File: config.mk
export PLATFORM = sky130hd
export DESIGN_NAME = sobol_rng_multidim
export DESIGN_NICKNAME = d
export VERILOG_FILES = /design/src/rtl/sobol_pkg.sv /design/src/rtl/sobol_lsz.sv /design/src/rtl/sobol_rng_multidim.sv
export SDC_FILE = /design/constraint.sdc
export NUM_CORES = 1
export LEC_CHECK = 0
export CORE_MARGIN = 2
export CORE_UTILIZATION = 35
export DETAILED_ROUTE_END_ITERATION = 12
export DONT_BUFFER_PORTS = 1
export GPL_TIMING_DRIVEN = 0
export MAX_ROUTING_LAYER = met4
export PLACE_DENSITY_LB_ADDON = 0.08
export SLEW_MARGIN = 10
export SYNTH_ARGS = -nofsm -noshare
export SYNTH_HDL_FRONTEND = slang
export SYNTH_HIERARCHICAL = 1
export SYNTH_SLANG_ARGS = --single-unit
File: constraint.sdc
create_clock -name clk -period 5.95 [get_ports clk]
set_clock_uncertainty 0.1 [all_clocks]
set_input_delay 0.595 -clock clk [delete_from_list [all_inputs] [get_ports clk]]
set_output_delay 0.595 -clock clk [all_outputs]
set_load 0.005 [all_outputs]
File: src/rtl/sobol_pkg.sv
// Shared types and defaults for the multi-dimension Sobol generator.
package sobol_pkg;

  localparam int DEFAULT_WIDTH   = 8;
  localparam int DEFAULT_NUM_DIM = 2;
  localparam int DEFAULT_NUM_RNG = 8;

  typedef logic [DEFAULT_WIDTH-1:0] dirvec_t;
  typedef dirvec_t [DEFAULT_WIDTH-1:0] dirvec_set_t;

  typedef enum logic [1:0] {IDLE, FILL, RUN} rng_state_e;

  // Van der Corput direction vector k for a given width: a single bit walking down from the MSB.
  function automatic logic [31:0] default_dirvec(input int width, input int k);
    return 32'd1 << (width - 1 - k);
  endfunction

endpackage

File: src/rtl/sobol_lsz.sv
// Least-significant-zero priority encoder shared by all Sobol dimensions.
// For an all-ones input the index is don't-care; the caller handles that case.
module sobol_lsz #(
  parameter int WIDTH = 8,
  parameter int IDX_W = (WIDTH > 1) ? $clog2(WIDTH) : 1
) (
  input  logic [WIDTH-1:0] value,
  output logic [IDX_W-1:0] idx
);

  // Scan from the MSB down so the lowest zero bit is the last one to win.
  always_comb begin
    idx = '0;
    for (int i = WIDTH - 1; i >= 0; i--) begin
      if (!value[i]) idx = IDX_W'(i);
    end
  end

endmodule

File: src/rtl/sobol_rng_multidim.sv
// Multi-dimension Sobol low-discrepancy generator with run-time loadable
// direction vectors, restart, wrap pulse and a per-dimension shift chain.
// Optional random digital shift (scramble mask) enabled by SOBOL_SCRAMBLE_EN.
module sobol_rng_multidim
  import sobol_pkg::*;
#(
  parameter int WIDTH   = DEFAULT_WIDTH,
  parameter int NUM_DIM = DEFAULT_NUM_DIM,
  parameter int NUM_RNG = DEFAULT_NUM_RNG,
  parameter int DIM_W   = (NUM_DIM > 1) ? $clog2(NUM_DIM) : 1,
  parameter int IDX_W   = (WIDTH > 1) ? $clog2(WIDTH) : 1
) (
  input  logic                             clk,
  input  logic                             rst_n,
  input  logic                             enable,
  input  logic                             restart,
  input  logic                             dv_wr_en,
  input  logic [DIM_W-1:0]                 dv_wr_dim,
  input  logic [IDX_W-1:0]                 dv_wr_idx,
  input  logic [WIDTH-1:0]                 dv_wr_data,
`ifdef SOBOL_SCRAMBLE_EN
  input  logic                             scr_wr_en,
  input  logic [DIM_W-1:0]                 scr_wr_dim,
  input  logic [WIDTH-1:0]                 scr_wr_data,
`endif
  output logic [NUM_RNG*NUM_DIM*WIDTH-1:0] rng_seq,
  output logic                             rng_valid,
  output logic                             seq_wrap
);

  localparam int FILL_W = $clog2(NUM_RNG + 1);

  logic [WIDTH-1:0] cnt;
  logic [IDX_W-1:0] lsz;
  logic             cnt_full;
  logic [WIDTH-1:0] dir_vec    [NUM_DIM][WIDTH];
  logic [WIDTH-1:0] state      [NUM_DIM];
  logic [WIDTH-1:0] next_state [NUM_DIM];
  logic [WIDTH-1:0] tap_in     [NUM_DIM];
  logic [WIDTH-1:0] taps       [NUM_RNG][NUM_DIM];
  rng_state_e       fsm, fsm_next;
  logic [FILL_W-1:0] fill_cnt, fill_next;

  sobol_lsz #(.WIDTH(WIDTH), .IDX_W(IDX_W)) u_lsz (
    .value(cnt),
    .idx  (lsz)
  );

  assign cnt_full  = &cnt;
  assign rng_valid = (fsm == RUN);

`ifdef SOBOL_SCRAMBLE_EN
  logic [WIDTH-1:0] mask [NUM_DIM];

  // Scramble mask registers; only rst_n clears them, restart leaves them alone.
  always_ff @(posedge clk or negedge rst_n) begin
    if (!rst_n) begin
      for (int d = 0; d < NUM_DIM; d++) mask[d] <= '0;
    end else if (scr_wr_en && (int'(scr_wr_dim) < NUM_DIM)) begin
      mask[scr_wr_dim] <= scr_wr_data;
    end
  end
`endif

  // Next Sobol point per dimension; the last point of the period returns to zero.
  always_comb begin
    for (int d = 0; d < NUM_DIM; d++) begin
      next_state[d] = cnt_full ? '0 : (state[d] ^ dir_vec[d][lsz]);
`ifdef SOBOL_SCRAMBLE_EN
      tap_in[d] = next_state[d] ^ mask[d];
`else
      tap_in[d] = next_state[d];
`endif
    end
  end

  // Direction-vector storage; a write lands at the edge so a concurrent step still sees the old value.
  always_ff @(posedge clk or negedge rst_n) begin
    if (!rst_n) begin
      for (int d = 0; d < NUM_DIM; d++)
        for (int k = 0; k < WIDTH; k++)
          dir_vec[d][k] <= WIDTH'(default_dirvec(WIDTH, k));
    end else if (dv_wr_en && (int'(dv_wr_dim) < NUM_DIM) && (int'(dv_wr_idx) < WIDTH)) begin
      dir_vec[dv_wr_dim][dv_wr_idx] <= dv_wr_data;
    end
  end

  // Step counter, Sobol state, shift chain and wrap pulse; restart wins over enable.
  always_ff @(posedge clk or negedge rst_n) begin
    if (!rst_n) begin
      cnt      <= '0;
      seq_wrap <= 1'b0;
      for (int d = 0; d < NUM_DIM; d++) state[d] <= '0;
      for (int r = 0; r < NUM_RNG; r++)
        for (int d = 0; d < NUM_DIM; d++) taps[r][d] <= '0;
    end else if (restart) begin
      cnt      <= '0;
      seq_wrap <= 1'b0;
      for (int d = 0; d < NUM_DIM; d++) state[d] <= '0;
      for (int r = 0; r < NUM_RNG; r++)
        for (int d = 0; d < NUM_DIM; d++) taps[r][d] <= '0;
    end else begin
      seq_wrap <= 1'b0;
      if (enable) begin
        cnt      <= cnt + WIDTH'(1);
        seq_wrap <= cnt_full;
        for (int d = 0; d < NUM_DIM; d++) begin
          state[d]   <= next_state[d];
          taps[0][d] <= tap_in[d];
        end
        for (int r = 1; r < NUM_RNG; r++)
          for (int d = 0; d < NUM_DIM; d++) taps[r][d] <= taps[r-1][d];
      end
    end
  end

  // FSM state and fill counter registers.
  always_ff @(posedge clk or negedge rst_n) begin
    if (!rst_n) begin
      fsm      <= IDLE;
      fill_cnt <= '0;
    end else begin
      fsm      <= fsm_next;
      fill_cnt <= fill_next;
    end
  end

  // Track how many steps have entered the chain; valid once every tap has been written.
  always_comb begin
    fsm_next  = fsm;
    fill_next = fill_cnt;
    if (restart) begin
      fsm_next  = IDLE;
      fill_next = '0;
    end else if (enable) begin
      case (fsm)
        IDLE: begin
          fill_next = FILL_W'(1);
          fsm_next  = (NUM_RNG <= 1) ? RUN : FILL;
        end
        FILL: begin
          fill_next = fill_cnt + FILL_W'(1);
          if (int'(fill_next) >= NUM_RNG) fsm_next = RUN;
        end
        default: fsm_next = RUN;
      endcase
    end
  end

  // Flatten the shift chain onto the output bus: tap r, dimension d.
  always_comb begin
    rng_seq = '0;
    for (int r = 0; r < NUM_RNG; r++)
      for (int d = 0; d < NUM_DIM; d++)
        rng_seq[(r*NUM_DIM + d)*WIDTH +: WIDTH] = taps[r][d];
  end

endmodule

# --- Yosys cells after proc, flatten, opt, wreduce, memory -nomap -nowiden ---
# Index checks and enable logic that the tools add are counted.
op_classes:
  n_addsub: 2
  mul: 0
  div_mod_pow: 0
  order_cmp: 6
  eq_ne: 3
  n_shift: 0
  mux: 36
  bitwise: 5
  reduce_logical: 8
ops:
  columns: ["cell", "count"]
  rows:
  - ["two-way mux 128 bit", 2]
  - ["bitwise mux 128 bit", 1]
  - ["two-way mux 8 bit", 9]
  - ["demux 64 bit (select 1 bit)", 1]
  - ["two-way mux 64 bit", 1]
  - ["binary-select mux 8 bit (select 3 bit)", 2]
  - ["two-way mux 16 bit", 2]
  - ["demux 8 bit (select 3 bit)", 1]
  - ["two-way mux 3 bit", 8]
  - ["XOR 8 bit", 2]
  - ["greater-or-equal comparator 4 bit (second input constant)", 3]
  - ["adder 8 x 1 -> 8 bit (second input constant)", 1]
  - ["two-way mux 4 bit", 2]
  - ["NOT 3 -> 4 bit", 2]
  - ["one-hot mux 4 bit (2 select lines)", 1]
  - ["AND reduction 8 bit", 1]
  - ["two-way mux 2 bit", 3]
  - ["adder 4 x 1 -> 4 bit (second input constant)", 1]
  - ["less-than comparator 4 x 1 -> 1 bit (second input constant)", 1]
  - ["one-hot mux 2 bit (2 select lines)", 1]
  - ["AND reduction 2 bit", 2]
  - ["!= test 3 bit (second input constant)", 1]
  - ["nonzero test 3 bit", 1]
  - ["== test 2 x 1 -> 1 bit (second input constant)", 1]
  - ["8 further kinds", 10]
word_totals:
  reg_bits: 287
  latch_bits: 0
  ram_bits: 0
  romBits: 0
  in_bits: 17
  out_inout_bits: 130
  wordCells: 98
  n_memories: 0

# --- Logic depth before layout (Yosys ltp) ---
depth:
  ltp_word: 16
  mapped_depth: 9
  depth_no_buf: 7

# --- Cells and area by module ---
# Netlist, hierarchy kept.
modules_own_cells:
  columns: ["mod", "n_inst", "cells_each", "area_per_inst_um2", "seq_area_each_um2"]
  rows:
  - ["sobol_rng_multidim", 1, 859, 11898.9, 6801.5]
  - ["sobol_lsz", 1, 11, 66.3, 0.0]

# --- Least setup slack after synthesis ---
# Ideal clock, no wire load.
synth_timing:
  path_type: "reg2reg"
  startpoint: "reg cnt[3]"
  endpoint: "reg state[12] (netlist name)"
  setup_ns: 0.118
  t_arrival_ns: 2.150
  t_required_ns: 5.732
  slack_ns: 3.581
  stages_incl_launch_ff: 10
  n_path_buf: 2
  synth_period_minus_slack_ns: 2.369
  path_cell_list: "dfrtp_1 nand2b_1 a21boi_1 a41o_1 buf_6 buf_6 mux4_1 mux2_2 nor3b_1 a21o_1"
synth_via:
  elab_chain_len: 12
  elab_cells_between_ends: 13
  classes_between: "mux: 10; bitwise: 2; reduce/logical: 1"
synth_rtl:
  columns: ["item", "line", "text"]
  rows:
  - ["from (decl)", "sobol_rng_multidim.sv:33", "logic [WIDTH-1:0] cnt;"]
  - ["from (signal assigned)", "sobol_rng_multidim.sv:105", "cnt <= cnt + WIDTH'(1);"]
  - ["two-way mux 3 bit (4 in a row)", "sobol_lsz.sv:15", "if (!value[i]) idx = IDX_W'(i);"]
  - ["via lsz[0]", "sobol_rng_multidim.sv:34", "logic [IDX_W-1:0] lsz;"]
  - ["NOT 3 -> 4 bit (not written as such)", "sobol_rng_multidim.sv:68", "next_state[d] = cnt_full ? '0 : (state[d] ^ dir_vec[d][lsz]);"]
  - ["binary-select mux 8 bit (select 3 bit)", "sobol_rng_multidim.sv:68", null]
  - ["two-way mux 8 bit (not written as such) (2 in a row)", "sobol_rng_multidim.sv:68", null]
  - ["XOR 8 bit", "sobol_rng_multidim.sv:68", null]
  - ["two-way mux 8 bit", "sobol_rng_multidim.sv:68", null]
  - ["two-way mux 16 bit", "sobol_rng_multidim.sv:104", "if (enable) begin"]
  - ["two-way mux 16 bit", "sobol_rng_multidim.sv:96", "end else if (restart) begin"]
  - ["to (signal, indexed assignment)", "sobol_rng_multidim.sv:108", "state[d] <= next_state[d];"]
  - ["to (decl)", "sobol_rng_multidim.sv:37", "logic [WIDTH-1:0] state [NUM_DIM];"]
# The timed path passes the listed nets, and every way through them passes these cells. The select of a mux whose other input is x is not followed.
# A chain may end at the register's enable or synchronous reset.

# --- Worst setup path after layout ---
layout_timing:
  startpoint: "reg cnt[2]"
  endpoint: "reg state[5] (netlist name)"
layout_via:
  elab_chain_len: 11
  elab_cells_between_ends: 12
  classes_between: "mux: 9; bitwise: 2; reduce/logical: 1"
layout_rtl:
  columns: ["item", "line"]
  rows:
  - ["two-way mux 3 bit (3 in a row)", "sobol_lsz.sv:15"]
  - ["via lsz[2]", "sobol_rng_multidim.sv:34"]
  - ["NOT 3 -> 4 bit (not written as such)", "sobol_rng_multidim.sv:68"]
  - ["binary-select mux 8 bit (select 3 bit)", "sobol_rng_multidim.sv:68"]
  - ["two-way mux 8 bit (not written as such) (2 in a row)", "sobol_rng_multidim.sv:68"]
  - ["XOR 8 bit", "sobol_rng_multidim.sv:68"]
  - ["two-way mux 8 bit", "sobol_rng_multidim.sv:68"]
  - ["two-way mux 16 bit", "sobol_rng_multidim.sv:104"]
  - ["two-way mux 16 bit", "sobol_rng_multidim.sv:96"]
# The timed path passes the listed nets, and every way through them passes these cells. The select of a mux whose other input is x is not followed.

==> flow_summary_export.csv <==
group,metric,value,unit
status,status,"finished with violations",
status,violations,"hold timing",
drt,vias,6929,
clock_network,root_buffer,"clkbuf_16",
cells_and_area,post-route-util,40.50,%
synth,synthCells,870,
timing,max-slew-margin-rel,24.78,%
drt,first_pass_iters,4,
cells_and_area,diodes,0,
power_and_ir_drop,irDropWorstVdd,0.0002259,V
global_routing,grt_busiest_layer,"met2",
timing,setup_ws,2.927,ns
clock_network,cts_tree,"done",
synth,ys_types,39,
floorplanning,dieWidth,188.9,µm
drt,drc,0,
flow_run,drv_cap,0,
setup_path,cp-start-kind,"flop",
timing,tightest_slew,1.124,ns
setup_path,worstPathMaxFanout,10,
min_path,hold_class,"primary input to asynchronous set/reset pin",
synth,synth_area_leaders,"dfrtp_1 (53%), mux2_2 (14%), mux2i_1 (9.5%), mux4_1 (7.0%), nor2_1 (4.0%)",
synth,synth_top_area_cell,"dfrtp_1",
place,pre_cts_ws,2.877,ns
cells_and_area,fin_cells,1375,
clock_network,clkLatencyLatePin,0.55,ns
synth,synth_seq_cells,271,
setup_path,path_cells,"nand4_1, a41oi_1, buf_1, mux4_1, mux2_2, nor3b_1, a21o_1",
timing,period_needed,3.023,ns
setup_path,critPathKind,"flop to flop",
global_routing,grt_max_degree,272,
cells_and_area,final_common_cell,"dfrtp_1",
global_routing,grt_first_pass_wirelength,46860,µm
clock_network,h-tree-depth,1,
drt,drt-vias-per-instance,5.039,
place,io_buffer_count,0,
floorplanning,num_io_pins,147,
synth,synth_top_area_share,53.33,%
cells_and_area,layout-drive-gt1-share,26.32,%
synth,synth_fp_nets,889,
global_routing,use_met1,21.43,%
drt,routedWlPerCell,21.65,µm
setup_path,max_stage_delay,0.66,ns
clock_network,numCtsBuffers,31,
drt,drt_iter0_drc,258,
place,dp.final_hpwl,20410,µm
clock_network,post_cts_buffers,0,
floorplanning,initial_utilization,35.59,%
drt,totalWireLength,29770,µm
synth,avgSynthCellArea,13.75,µm²
timing,drv_slew,0,
clock_network,cts_resized,0,
timing,whs,-0.3547,ns
place,dp_cells,1318,
setup_path,worstPathRequired,6.29,ns
timing,timing.fmax,330.8,MHz
setup_path,cp-end-kind,"flop",
timing,rsz0062_at_grt,"no",
synth,netlist_area,11970,µm²
global_routing,grt_usage,17.48,%
power_and_ir_drop,p_per_area,349.8,nW/µm²
cells_and_area,area_growth,13.78,%
timing,final-setup-viol-count,0,
power_and_ir_drop,total_power,4.763,mW
place,place_area,12530,µm²
global_routing,antenna_found_initial,0,
floorplanning,rows,67,
clock_network,clock_sinks,271,
setup_path,crit_slowest_cell,"buf_1",
cells_and_area,final_area,13610,µm²
synth,synth-seq-area-share,56.84,%
timing,fin_tns_setup,0,ns
cells_and_area,fin_nets,922,
clock_network,cts_buffer_depth,3,
setup_path,critPathArrivalTime,3.36,ns
synth,synth_warnings,6,
floorplanning,coreArea,33620,µm²
global_routing,grt_pass1_vias,7522,
floorplanning,die-area,35680,µm²
clock_network,clkTransAtPathRegs,0.06,ns
place,routabilityCongestion,0.7517,
cells_and_area,mostFrequentLayoutCells,"dfrtp_1 (255), mux2_2 (144), nor2_1 (127), mux2i_1 (113), clkbuf_1 (35)",
timing,finalCritPeriodShare,50.80,%
global_routing,gr-usage-met2,28.89,%
timing,final-hold-violation-count,262,
global_routing,overflow,0,
floorplanning,dieHeight,188.9,µm
power_and_ir_drop,leakagePower,6.294,nW
global_routing,use_met3,4.782,%
drt,ant_nets,0,
==> Yosys cell counts, drive strengths merged <==
library cell / n
inv: 3
nand2b: 5
a21oi: 6
nor3: 6
dfstp: 16
nand4: 5
or2: 1
clkbuf: 33
o21ai: 22
nand3: 8
mux2: 144
nor2: 127
xor2: 4
a21o: 16
a41oi: 1
o21ba: 1
nor2b: 4
a31oi: 2
and3: 1
dfrtp: 255
nor4: 2
nand2: 11
mux2i: 113
or4: 1
nand4b: 1
mux4: 32
xnor2: 2
buf: 24
ha: 2
or3: 4
a21boi: 1
nor3b: 16
a41o: 1
==> where the power goes <==
group | switching, mW | internal (mW) | total (mW)
sequential | 0.141 | 2.09 | 2.24
combinational | 0.207 | 0.330 | 0.536
clock | 0.758 | 1.23 | 1.99
total | 1.11 | 3.66 | 4.76
==> metal layers <==
layer  vias to the layer above  part of all wire [%]
met5                         -                     0
met4                         0                   2.0
met3                        39                   6.7
met2                       155                    48
met1                      3531                    43
li1                       3204                     -
==> state kept, by name (all words and copies together), names as in the netlist <==
signal	flops
seq_wrap	1
dir_vec	128
rng_seq	112
fsm	2
state	16
cnt	8
fill_cnt	4
==> worst max-delay path, delay by kind of cell (launching register included) <==
kind            cells  cell delay [ns]
compound gates      2             0.58
simple gates        2             0.28
flops               1             0.50
mux                 2             0.78
buf+inv             1             0.66
==> cell families after synthesis <==
family / Yosys count / synth area share (%)
xor gates and xnor gates: 6 / 0.4392
AOI/OAI and AO/OA: 50 / 2.583
muxes: 289 / 30.03
buffers and inverters: 60 / 2.384
adders and majority gates: 2 / 0.2091
and+or+nand+nor: 192 / 7.508
DFF: 271 / 56.84
==> worst paths after layout <==
check	start	to	slack (ns)	cells after the start
max reg2reg	cnt[2]	state[5]	2.93	7
min	rst_n	rng_seq[97]	-0.35	0
max in group asynchronous	rst_n	dir_vec[36]	5.66	0
min in group clk	dv_wr_data[1]	dir_vec[49]	0.09	1
min reg2reg	dir_vec[117]	dir_vec[117]	0.40	1
max	cnt[2]	state[5]	2.93	7
==> area by class of cell <==
class                      count  area, µm²
buffer                        57      274.0
clock buffer                  44      914.6
clock inverter                13      165.2
fill                        3149      20000
inverter                       3      11.26
multi-input combinational    539       4887
sequential                   271       6802
tap                          448      560.5
Power figures use the tool's default switching activity.
